**config.mk**
```make
export PLATFORM = sky130hd
export DESIGN_NAME = serial_sub
export DESIGN_NICKNAME = d
export VERILOG_FILES = /design/src/rtl/serial_sub_pkg.sv /design/src/rtl/full_sub.sv /design/src/rtl/serial_sub.sv
export SDC_FILE = /design/constraint.sdc
export NUM_CORES = 1
export LEC_CHECK = 0
export ABC_CLOCK_PERIOD_IN_PS = 2400
export CAP_MARGIN = 25
export CORE_MARGIN = 4
export CORE_UTILIZATION = 40
export CTS_CLUSTER_DIAMETER = 150
export DETAILED_ROUTE_END_ITERATION = 6
export PLACE_DENSITY = 0.77
export SLEW_MARGIN = 20
export SYNTH_ARGS = -nofsm -noshare
export SYNTH_HDL_FRONTEND = slang
export SYNTH_SLANG_ARGS = --single-unit
```
**constraint.sdc**
```tcl
create_clock -name clk -period 2.4 [get_ports clk]
set_input_delay 0.36 -clock clk [delete_from_list [all_inputs] [get_ports clk]]
set_output_delay 0.36 -clock clk [all_outputs]
set_load 0.005 [all_outputs]
```
**src/rtl/serial_sub_pkg.sv**
```systemverilog
// rtl/serial_sub_pkg.sv - shared FSM state type and counter sizing for serial_sub
package serial_sub_pkg;

  localparam int DEF_WIDTH = 8;
  localparam int CNT_W     = $clog2(DEF_WIDTH);

  typedef enum logic [1:0] {
    ST_IDLE = 2'd0,
    ST_RUN  = 2'd1,
    ST_DONE = 2'd2
  } state_t;

  // Bit-counter width for a given operand width; never narrower than one bit.
  function automatic int cnt_width(input int w);
    return (w < 2) ? 1 : $clog2(w);
  endfunction

endpackage

```
**src/rtl/full_sub.sv**
```systemverilog
// rtl/full_sub.sv - single-bit full subtractor cell: d = a - b - c, bo = borrow out
module full_sub (
  input  logic a,
  input  logic b,
  input  logic c,
  output logic d,
  output logic bo
);

  assign d  = a ^ b ^ c;
  assign bo = (~a & b) | (~a & c) | (b & c);

endmodule

```
**src/rtl/serial_sub.sv**
```systemverilog
// rtl/serial_sub.sv - bit-serial LSB-first subtractor a - b - bin around one full_sub cell
// Optional signed-overflow output enabled by SERIAL_SUB_OVF_EN.
module serial_sub
  import serial_sub_pkg::*;
#(
  parameter int WIDTH = DEF_WIDTH
) (
  input  logic             clk,
  input  logic             rst,
  input  logic             in_valid,
  output logic             in_ready,
  input  logic [WIDTH-1:0] a,
  input  logic [WIDTH-1:0] b,
  input  logic             bin,
  output logic             out_valid,
  input  logic             out_ready,
  output logic [WIDTH-1:0] diff,
  output logic             bout
`ifdef SERIAL_SUB_OVF_EN
  ,
  output logic             ovf
`endif
);

  localparam int CW = cnt_width(WIDTH);

  state_t           state;
  state_t           state_nx;
  logic [WIDTH-1:0] a_sr;
  logic [WIDTH-1:0] b_sr;
  logic [WIDTH-1:0] diff_sr;
  logic             brw;
  logic [CW-1:0]    cnt;
  logic             last_bit;
  logic             fs_d;
  logic             fs_bo;

  assign last_bit = (cnt == CW'(WIDTH - 1));

  full_sub u_fs (
    .a  (a_sr[0]),
    .b  (b_sr[0]),
    .c  (brw),
    .d  (fs_d),
    .bo (fs_bo)
  );

  always_ff @(posedge clk or posedge rst) begin
    if (rst) state <= ST_IDLE;
    else     state <= state_nx;
  end

  always_comb begin
    state_nx  = state;
    in_ready  = 1'b0;
    out_valid = 1'b0;
    case (state)
      ST_IDLE: begin
        in_ready = 1'b1;
        if (in_valid) state_nx = ST_RUN;
      end
      ST_RUN: begin
        if (last_bit) state_nx = ST_DONE;
      end
      ST_DONE: begin
        out_valid = 1'b1;
        if (out_ready) state_nx = ST_IDLE;
      end
      default: state_nx = ST_IDLE;
    endcase
  end

  // After the final RUN edge brw holds the borrow out of the MSB, so it doubles as bout.
  always_ff @(posedge clk or posedge rst) begin
    if (rst) begin
      a_sr    <= '0;
      b_sr    <= '0;
      diff_sr <= '0;
      brw     <= 1'b0;
      cnt     <= '0;
    end else if (state == ST_IDLE && in_valid) begin
      a_sr <= a;
      b_sr <= b;
      brw  <= bin;
      cnt  <= '0;
    end else if (state == ST_RUN) begin
      a_sr    <= {1'b0, a_sr[WIDTH-1:1]};
      b_sr    <= {1'b0, b_sr[WIDTH-1:1]};
      diff_sr <= {fs_d, diff_sr[WIDTH-1:1]};
      brw     <= fs_bo;
      cnt     <= cnt + CW'(1);
    end
  end

  assign diff = diff_sr;
  assign bout = brw;

`ifdef SERIAL_SUB_OVF_EN
  logic msb_brw;

  always_ff @(posedge clk or posedge rst) begin
    if (rst)                         msb_brw <= 1'b0;
    else if (state == ST_RUN && last_bit) msb_brw <= brw;
  end

  assign ovf = msb_brw ^ brw;
`endif

endmodule

```
* Yosys cells after proc, flatten, opt, wreduce, memory -nomap -nowiden
Cells that the tools add are included.
Word-level totals: input bits 21, register bits after elaboration 30, logic and storage cells 41
Operators by class: equality and inequality tests 6, $add $sub $neg 1, bitwise gates (word level) 9, muxes and demuxes 14, reduce and logical (&&, ||, !) cells 5
Operators with widths (count):
- $mux W8 | 4
- $mux W2 | 3
- $mux W3 | 2
- $ne A2 B2 Y1 const B | 3
- $pmux W2 S3 | 1
- $mux W1 | 4
- $add A3 B1 Y3 const B | 1
- $and A1 B1 Y1 | 3
- $eq A3 B3 Y1 const B | 1
- $reduce_and A3 Y1 | 1
- $eq A2 B1 Y1 const B | 1
- $eq A2 B2 Y1 const B | 1
- $logic_not A2 Y1 | 1
- $not A1 Y1 | 2
- $or A1 B1 Y1 | 2
- $reduce_and A2 Y1 | 1
- $reduce_bool A2 Y1 | 1
- $xor A1 B1 Y1 | 2
- $logic_and A1 B1 Y1 | 1

* Logic depth before layout (Yosys ltp)
depth in word-level cells 6, depth in mapped cells 5

* Hierarchy
From an unflattened synthesis, not the netlist that was laid out.
Unflattened totals: cells, all modules 152, area total of the unflattened synthesis 1468.9 µm²
Modules (own cells, without submodules):
- serial_sub | cells an instance 149, times used 1, area each 1441.4 µm²
- full_sub | cells an instance 3, times used 1, area each 27.5 µm²

* Worst setup path before layout
No wires, ideal clock.
path type reg2reg, start point register cnt[0], end point register cnt[2], path slack 1.280 ns, cell stages (with the launch flop) 4, data required time 2.279 ns, setup time 0.121 ns, arrival time 0.999 ns, path buffers 0, cell sequence dfrtp_1 -> ha_1 -> ha_1 -> a22o_1
Between the ends: cells in the longest elaborated chain, start to end 3
Ends and longest elaborated chain:
- from (decl) | RTL line serial_sub.sv:33 | logic [CW-1:0] cnt;
- from (signal assigned) | RTL line serial_sub.sv:91 | cnt <= cnt + CW'(1);
- $add A3 B1 Y3 | RTL line serial_sub.sv:91
- $mux W3 | RTL line serial_sub.sv:86 | end else if (state == ST_RUN) begin
- $mux W3 | RTL line serial_sub.sv:81 | end else if (state == ST_IDLE && in_valid) begin
No other way between the ends. The select of a mux whose other input is x is not followed. A chain may end at the register's enable or synchronous reset.

* Worst setup path in the final report
start point register state[1], end point output port out_valid
Between the ends: cells in the longest elaborated chain, start to end 2
Ends and longest elaborated chain:
- from (decl) | RTL line serial_sub.sv:27 | state_t state;
- from (signal assigned) | RTL line serial_sub.sv:50 | else state <= state_nx;
- $eq A2 B2 Y1 | RTL line serial_sub.sv:57 | case (state)
- $mux W1 | RTL line serial_sub.sv:57
- to (decl) | RTL line serial_sub.sv:15 | output logic out_valid,
No other way between the ends.

==> impl_metrics.yaml <==
outcome:
  status: "complete, no violations"
run:
  max-cap-violations: 0
grt:
  grt_antenna_before_repair: 0
  first_global_vias: 1109
  grt_max_degree: 31
  overflow: 0
  track_usage: 0.150
  grt_first_pass_wirelength_um: 5000
placed_design:
  gp_congestion: 0.830
  dp_cells: 204
  hpwl_um: 2180
  io_buffers: 31
clock_tree:
  ctsHoldBuffers: 0
  cts.sinks: 30
  clock_latency_ns: 0.33
  cts_root_buf: "clkbuf_4"
  clockBufferDepth: 2
  postCtsSetupRepairBufs: 0
  path_clk_slew_ns: 0.09
  cts_tree: "done"
  ctsResizeCount: 0
  numCtsBuffers: 5
  cts-htree-levels: 2
synth:
  syn_area_um2: 1390
  yosys.area.top_type_share: 0.539
  synth.area.top_cells: "dfrtp_1 (54%), o22ai_1 (7.6%), nand2_1 (6.7%)"
  yosysSeqAreaShare: 0.539
  synth_cell_type_count: 29
  avgSynthCellArea_um2: 10.5
  ys.warnings.count: 0
  ys_ff_latch: 30
  syn-num-nets: 157
  synth_area_leader_cell: "dfrtp_1"
  synthCells: 133
detailed_routing:
  via_per_inst: 5.23
  remaining_drc_errors: 0
  drt_iter0_drc: 27
  vias: 1109
  wl_per_cell_um: 14.6
  dr.pass1.iters: 4
  routed_wirelength_um: 3100
  ant_nets: 0
floorplan:
  fp.dieW_um: 67.0
  initial_core_util: 0.417
  num_io_pins: 32
  die_y_um: 67.0
  die_area_um2: 4490
  floorplan.core_area_um2: 3340
  rows: 21
setup_path:
  r2r-start: "state[1]"
  critPathMaxFanout: 13
  start_kind: "flip-flop"
  crit_type: "flip-flop to output port"
  required_ns: 2.04
  r2r_cells: 3
  arrival_ns: 1.73
  cp-end-kind: "output port"
  timing.rr.end: "a_sr[0]"
  reg2reg_slack_ns: 0.71
layout:
  nets: 189
  area_growth_pct: 27.2
  final_core_util: 0.531
  fin_cells: 212
  layout_commonest_cell: "clkdlybuf4s50_1"
  drive_above_1_share: 0.108
  mostFrequentLayoutCells: "clkdlybuf4s50_1 (31), dfrtp_1 (30), nand2_1 (25), o22ai_1 (17), a21oi_1 (8)"
  diodes: 0
sta:
  fmax_mhz: 478
  grt_setup_unrepaired: "no"
  tightestPinTransition_ns: 0.680
  skew_ns: 0.00603
  slew_headroom: 0.547
  finalCritPeriodShare: 0.872
  maxSlewViolCount: 0
  finalWorstPathRequiredPeriod_ns: 2.09
  finalSetupViolations: 0
  finalSetupTns_ns: 0
  hold_violations: 0
power:
  powerDensity_nw_per_um2: 1200
  p_leak_nw: 0.779
  ir_worst_vdd_mv: 0.458
hold_path:
  hold_class: "input pin to async pin"
[how the worst max path moves through the flow]
stage	from	end	slack, ns	cells past startpoint
after floorplan	cnt[0]	cnt[2]	1.28	3
after global placement	in_valid	a_sr[2]	0.54	4
after detailed placement	in_valid	b_sr[5]	0.44	3
after CTS	state[1]	out_valid	0.29	3
after global routing	state[1]	out_valid	0.20	3
final	state[1]	out_valid	0.31	3
[through the flow]
| stage | power [mW] | setup slack, ns | hold slack, ns | instance area [um^2] |
|---|---|---|---|---|
| final | 2.12 | 0.307 | 0.407 | 1770 |
| after floorplan | 1.53 | 1.28 | 0.446 | 1390 |
| after global routing | 2.29 | 0.202 | 0.427 | 1770 |
| after detailed placement | 1.82 | 0.439 | 0.463 | 1710 |
| after global placement | 1.76 | 0.536 | 0.456 | 1710 |
| after CTS | 2.14 | 0.288 | 0.419 | 1770 |
[cell usage after synthesis]
cell and instances:
dfrtp_1 30, nand2_1 25, o22ai_1 17, a21oi_1 8, inv_1 6, o21ai_0 5, a2bb2oi_1 3, buf_2 3
buf_6 3, nor2b_1 3, o21ai_1 3, a22o_1 2, a22oi_1 2, buf_4 2, ha_1 2, nand2b_1 2
nand2b_4 2, nand3b_1 2, nor2_2 2, o221a_2 2, a221oi_2 1, fa_1 1, inv_2 1, nor2_1 1
nor2_4 1, nor3_1 1, nor3b_1 1, o22a_1 1, o31ai_1 1
[per-layer routing]
layer  global-route usage  vias up  share of wire
li1                     -      536              -
met1                0.180      536           0.42
met2                0.248       32           0.51
met3               0.0573        5          0.057
met5                    0        -              0
met4               0.0456        0          0.012
[flip-flops by register name (all words and copies together) (netlist names)]
signal and cells:
b_sr 8, a_sr 8, cnt 3, bout 1, diff 8, state 2
[critical path, stage by stage, from the launching register on]
cell             delay, ns
dfrtp_1               0.66
inv_1                 0.12
nor2_1                0.11
clkdlybuf4s50_1       0.51
[cell families (layout without fill, tap and decap cells)]
logic type,count (synthesis),in the layout,share of synthesized area
AO/OA/AOI/OAI,45,45,0.215
adder cells (fa/ha/maj),3,3,0.0323
buffers and inverters,15,48,0.0647
flip-flops,30,30,0.539
AND/OR/NAND/NOR,40,40,0.149
[area by class of cell]
class | instances | area (um^2)
fill | 315 | 1570
sequential | 30 | 751
multi-input combinational | 88 | 552
timing repair buffer | 33 | 325
tap | 46 | 57.6
clock buffer | 7 | 55.1
inverter | 7 | 26.3
clock inverter | 1 | 5.00
[power by group]
| part | internal [mW] | total, mW | switching [mW] |
|---|---|---|---|
| registers | 0.739 | 0.932 | 0.193 |
| clock network | 0.142 | 0.315 | 0.173 |
| logic | 0.460 | 0.873 | 0.413 |
| total | 1.34 | 2.12 | 0.779 |
(Power assumes the default switching activity.)
